### src/rtl/key_input_fifo.sv
// key_input_fifo: captures the switch bank on each debounced key press into a small FWFT FIFO popped by CPU IO reads; optional sticky overflow flag under KEY_FIFO_OVF_EN
module key_input_fifo #(
  parameter int DATA_W = 16,
  parameter int DEPTH  = 4,
  parameter int ADDR_W = 2
) (
  input  logic              clk,
  input  logic              rst,
  input  logic              key_pulse,
  input  logic [DATA_W-1:0] sw_data,
  input  logic              io_rd,
  output logic [DATA_W-1:0] rd_data,
  output logic              empty,
  output logic              full,
  output logic [ADDR_W:0]   count
`ifdef KEY_FIFO_OVF_EN
  ,
  input  logic              ovf_clr,
  output logic              overflow
`endif
);
  logic [DATA_W-1:0] mem [DEPTH];
  logic [ADDR_W-1:0] wr_ptr, rd_ptr;
  logic              key_d, push, pop, wr_en;
  assign push    = key_pulse & ~key_d;
  assign pop     = io_rd & ~empty;
  assign wr_en   = push & (~full | pop);
  assign empty   = count == '0;
  assign full    = count == (ADDR_W+1)'(DEPTH);
  assign rd_data = empty ? '0 : mem[rd_ptr];
  // edge detect, pointers and occupancy; full/empty come from count so wrap is harmless
  always_ff @(posedge clk or negedge rst) begin
    if (!rst) begin
      key_d  <= 1'b0;
      wr_ptr <= '0;
      rd_ptr <= '0;
      count  <= '0;
    end else begin
      key_d  <= key_pulse;
      wr_ptr <= wr_en ? wr_ptr + 1'b1 : wr_ptr;
      rd_ptr <= pop ? rd_ptr + 1'b1 : rd_ptr;
      count  <= (wr_en & ~pop) ? count + 1'b1 : (pop & ~wr_en) ? count - 1'b1 : count;
    end
  end
  // storage; when full with a pop, wr_ptr equals rd_ptr so the new word takes the freed slot
  always_ff @(posedge clk) begin
    if (wr_en) mem[wr_ptr] <= sw_data;
  end
`ifdef KEY_FIFO_OVF_EN
  // sticky lost-press flag; a new loss wins over a same-cycle clear
  always_ff @(posedge clk or negedge rst) begin
    if (!rst) overflow <= 1'b0;
    else overflow <= (push & full & ~pop) ? 1'b1 : ovf_clr ? 1'b0 : overflow;
  end
`endif
endmodule

### config.mk
export PLATFORM = sky130hd
export DESIGN_NAME = key_input_fifo
export DESIGN_NICKNAME = d
export VERILOG_FILES = /design/src/rtl/key_input_fifo.sv
export SDC_FILE = /design/constraint.sdc
export NUM_CORES = 1
export LEC_CHECK = 0
export ABC_AREA = 1
export ABC_CLOCK_PERIOD_IN_PS = 2540
export BUFFER_PORTS_ARGS = -buffer_cell sky130_fd_sc_hd__buf_4
export CAP_MARGIN = 25
export CORE_UTILIZATION = 41
export DETAILED_ROUTE_END_ITERATION = 6
export SLEW_MARGIN = 20
export SYNTH_ARGS = -nofsm -noshare
export SYNTH_HDL_FRONTEND = slang
export SYNTH_SLANG_ARGS = --single-unit
### constraint.sdc
create_clock -name clk -period 2.54 [get_ports clk]
set_input_delay 0.254 -clock clk [delete_from_list [all_inputs] [get_ports clk]]
set_output_delay 0.254 -clock clk [all_outputs]
set_load 0.05 [all_outputs]
==> run summary <==
Status = finished clean
Chip Width = 92.99 µm
WP data arrival = 1.91 ns
HPWL Detailed = 3802 µm
Sink Count = 72
M1 GR Usage = 0.1930
Placed cell areas = 0.003784 mm²
Synth Net Count = 340
DR DRC count = 0
Die Y = 92.99 µm
Initial Util = 0.4326
Worst-Margin Slew = 0.8714 ns
R2R Setup Slk = 0.61 ns
Setup repair bufs after CTS = 0
Share of layout cells above drive strength 1 = 0.2861
Post-DR vias/cell = 4.422
IO buf count = 40
Final Hold Fails = 0
PnR Total Power = 5.020 mW
Die Area = 0.008647 mm²
Resized cells post-CTS = 0
Worst Hold Depth = 1
Final setup viols = 0
Pre-CTS setup slack = 0.6337 ns
Worst Hold End = key_d$_DFF_PN0_
Max-capacitance violation count = 0
Initial antenna violation count = 0
R2R Path End = count[1]$_DFFE_PN0P_
Row count = 32
CP Launch Type = flop
#FFs+latches synth = 72
TNS Setup = 0 ns
Pwr/cell area = 1257 mW/mm²
Min-Delay Startpoint = key_pulse
Seq/Total Area, Yosys = 0.6251
Largest net degree at the start of global routing = 34
Clock transition at path regs = 0.07 ns
Total number of vias = 2074
Post-Synthesis Cells = 314
Skew-Pair Late Insertion Delay = 0.34 ns
Met3 Use GR = 0.02764
Slew HR = 0.4191
Pleak = 1.832 nW
Number of library cell types mapped by synthesis = 21
Final wirelength = 6041 µm
Vias in the first global route = 2022
Global-route wire length before repair = 10050 µm
Longest Clk Path Bufs = 2
Worst Reg2Reg Path Length in Cells = 9
Global route hottest layer = met2
Post-layout min period = 2.164 ns
Area growth, synth to finish = 17.69%
# IOs = 41
Num CTS Buffers = 9
VDD IR max = 0.4396 mV
Congestion Overflow GR = 0
Cts hold-fix bufs = 1
Finished Layout Cells = 469
DR pass1 iterations = 4
Worst Hold Class = input port to flop
Unrepaired setup endpoints after global routing = false
Placed cells = 453
Clock skew = 0.009332 ns
Routability cong. = 0.7802
Pins Over Slew Limit = 0
Initial drt markers = 71
Root Driver = clkbuf_8
FMAX = 0.4622 GHz
Core ar. = 0.007848 mm²
Crit Path Max Fanout = 19
Period utilization = 0.8518
Critical path class = flop to primary output
Synthesized area per cell = 10.81 µm²
TritonCTS clock tree = done
# diodes = 0
Routing usage on met2 = 0.2635
Worst reg2reg startpoint = count[1]$_DFFE_PN0P_
PnR worst setup slack = 0.3764 ns
Post-layout net count = 389
Worst Setup End Kind = primary output
Synth Warn # = 0
CP startpoint = rd_ptr[1]$_DFFE_PN0P_
Layout Cell Area excl Fill = 0.003995 mm²
Post-route ant nets = 0
CP Data Required Time = 2.29 ns
GRT Total Usage = 0.1580
Synth Cell Area = 0.003395 mm²
Wire per inst = 12.88 µm
CTS H-Tree Depth = 3
[per-stage QoR]
step	util	hold WS [ns]
3_5_place_dp	0.4821	0.07792
5_1_grt	0.5091	0.01563
6_report	0.5091	0.02150
4_1_cts	0.5091	0.01231
3_3_place_gp	0.4821	0.07781
2_1_floorplan	-	-0.04159
[critical path, stage by stage, from the launching register on]
cell and delay (ns):
dfrtp_1 0.91, inv_6 0.21, nand3_1 0.16, a21oi_1 0.08
buf_4 0.20
[power breakdown]
part / switching (mW) / internal (mW) / total [mW]
Sequential: 0.137 / 1.44 / 1.58
Combinational: 1.75 / 0.751 / 2.50
Clock: 0.401 / 0.545 / 0.946
[placed cells by master (no fill, tap or decap), types with 5 or more instances in the layout]
master,netlist,layout
clkbuf_8,0,9
nand3_1,23,23
a21oi_2,14,14
dfrtp_1,8,8
nand2_1,69,69
nand2_2,12,12
nor2_1,5,5
inv_1,77,77
buf_4,0,48
ha_1,5,5
edfxtp_1,64,64
nand3_2,14,14
[worst max path at each step]
stage	cells past startpoint	end
after floorplan	4	mem[0][0]$_DFFE_PP_
after global placement	10	count[2]$_DFFE_PN0P_
after detailed placement	9	count[1]$_DFFE_PN0P_
after CTS	4	rd_data[15]
after global routing	4	rd_data[15]
final	4	rd_data[15]
[layer usage]
metal  vias up  wire length, µm
met1       947             2693
met5         -                0
met2        37             3026
met3        11              181
li1       1079                -
met4         0              140
[area by class of cell]
cell class | count | area (µm²)
inverters | 80 | 310.3
fillers | 739 | 3852
multi-input cells | 151 | 863.3
flip-flops and latches | 72 | 2122
repair buffers | 49 | 370.4
clock inverters | 4 | 70.07
well taps | 102 | 127.6
clock buffers | 11 | 131.4
[registers in the layout, summed over array words and instances, names as in the netlist]
signal  cells
wr_ptr      2
count       3
rd_ptr      2
mem        64
key_d       1
[logic make-up after synthesis]
family | count (synthesis) | share of synthesized area
and+or+nand+nor | 126 | 0.1843
buffers and inverters | 91 | 0.1205
DFF | 72 | 0.6251
AOI/OAI and AO/OA | 17 | 0.04054
adders and majority gates | 6 | 0.02433
xor gates and xnor gates | 2 | 0.005161
[cell usage after synthesis]
| master | instances | share of area |
|---|---|---|
| inv_1 | 77 | 0.085 |
| nand2_1 | 69 | 0.076 |
| edfxtp_1 | 64 | 0.57 |
| nand3_1 | 23 | 0.034 |
| a21oi_2 | 14 | 0.036 |
| nand3_2 | 14 | 0.041 |
| nand2_2 | 12 | 0.022 |
| dfrtp_1 | 8 | 0.059 |
| buf_6 | 7 | 0.023 |
| ha_1 | 5 | 0.018 |
| nor2_1 | 5 | 0.0055 |
| buf_2 | 4 | 0.0059 |
| a21oi_1 | 2 | 0.0029 |
| inv_4 | 2 | 0.0037 |
| xnor2_1 | 2 | 0.0052 |
| fa_1 | 1 | 0.0059 |
| inv_6 | 1 | 0.0026 |
| nand4_1 | 1 | 0.0018 |
| nor2_2 | 1 | 0.0018 |
| nor3_1 | 1 | 0.0015 |
| o21ai_0 | 1 | 0.0015 |
No activity file was read; power rests on OpenSTA's default activity.
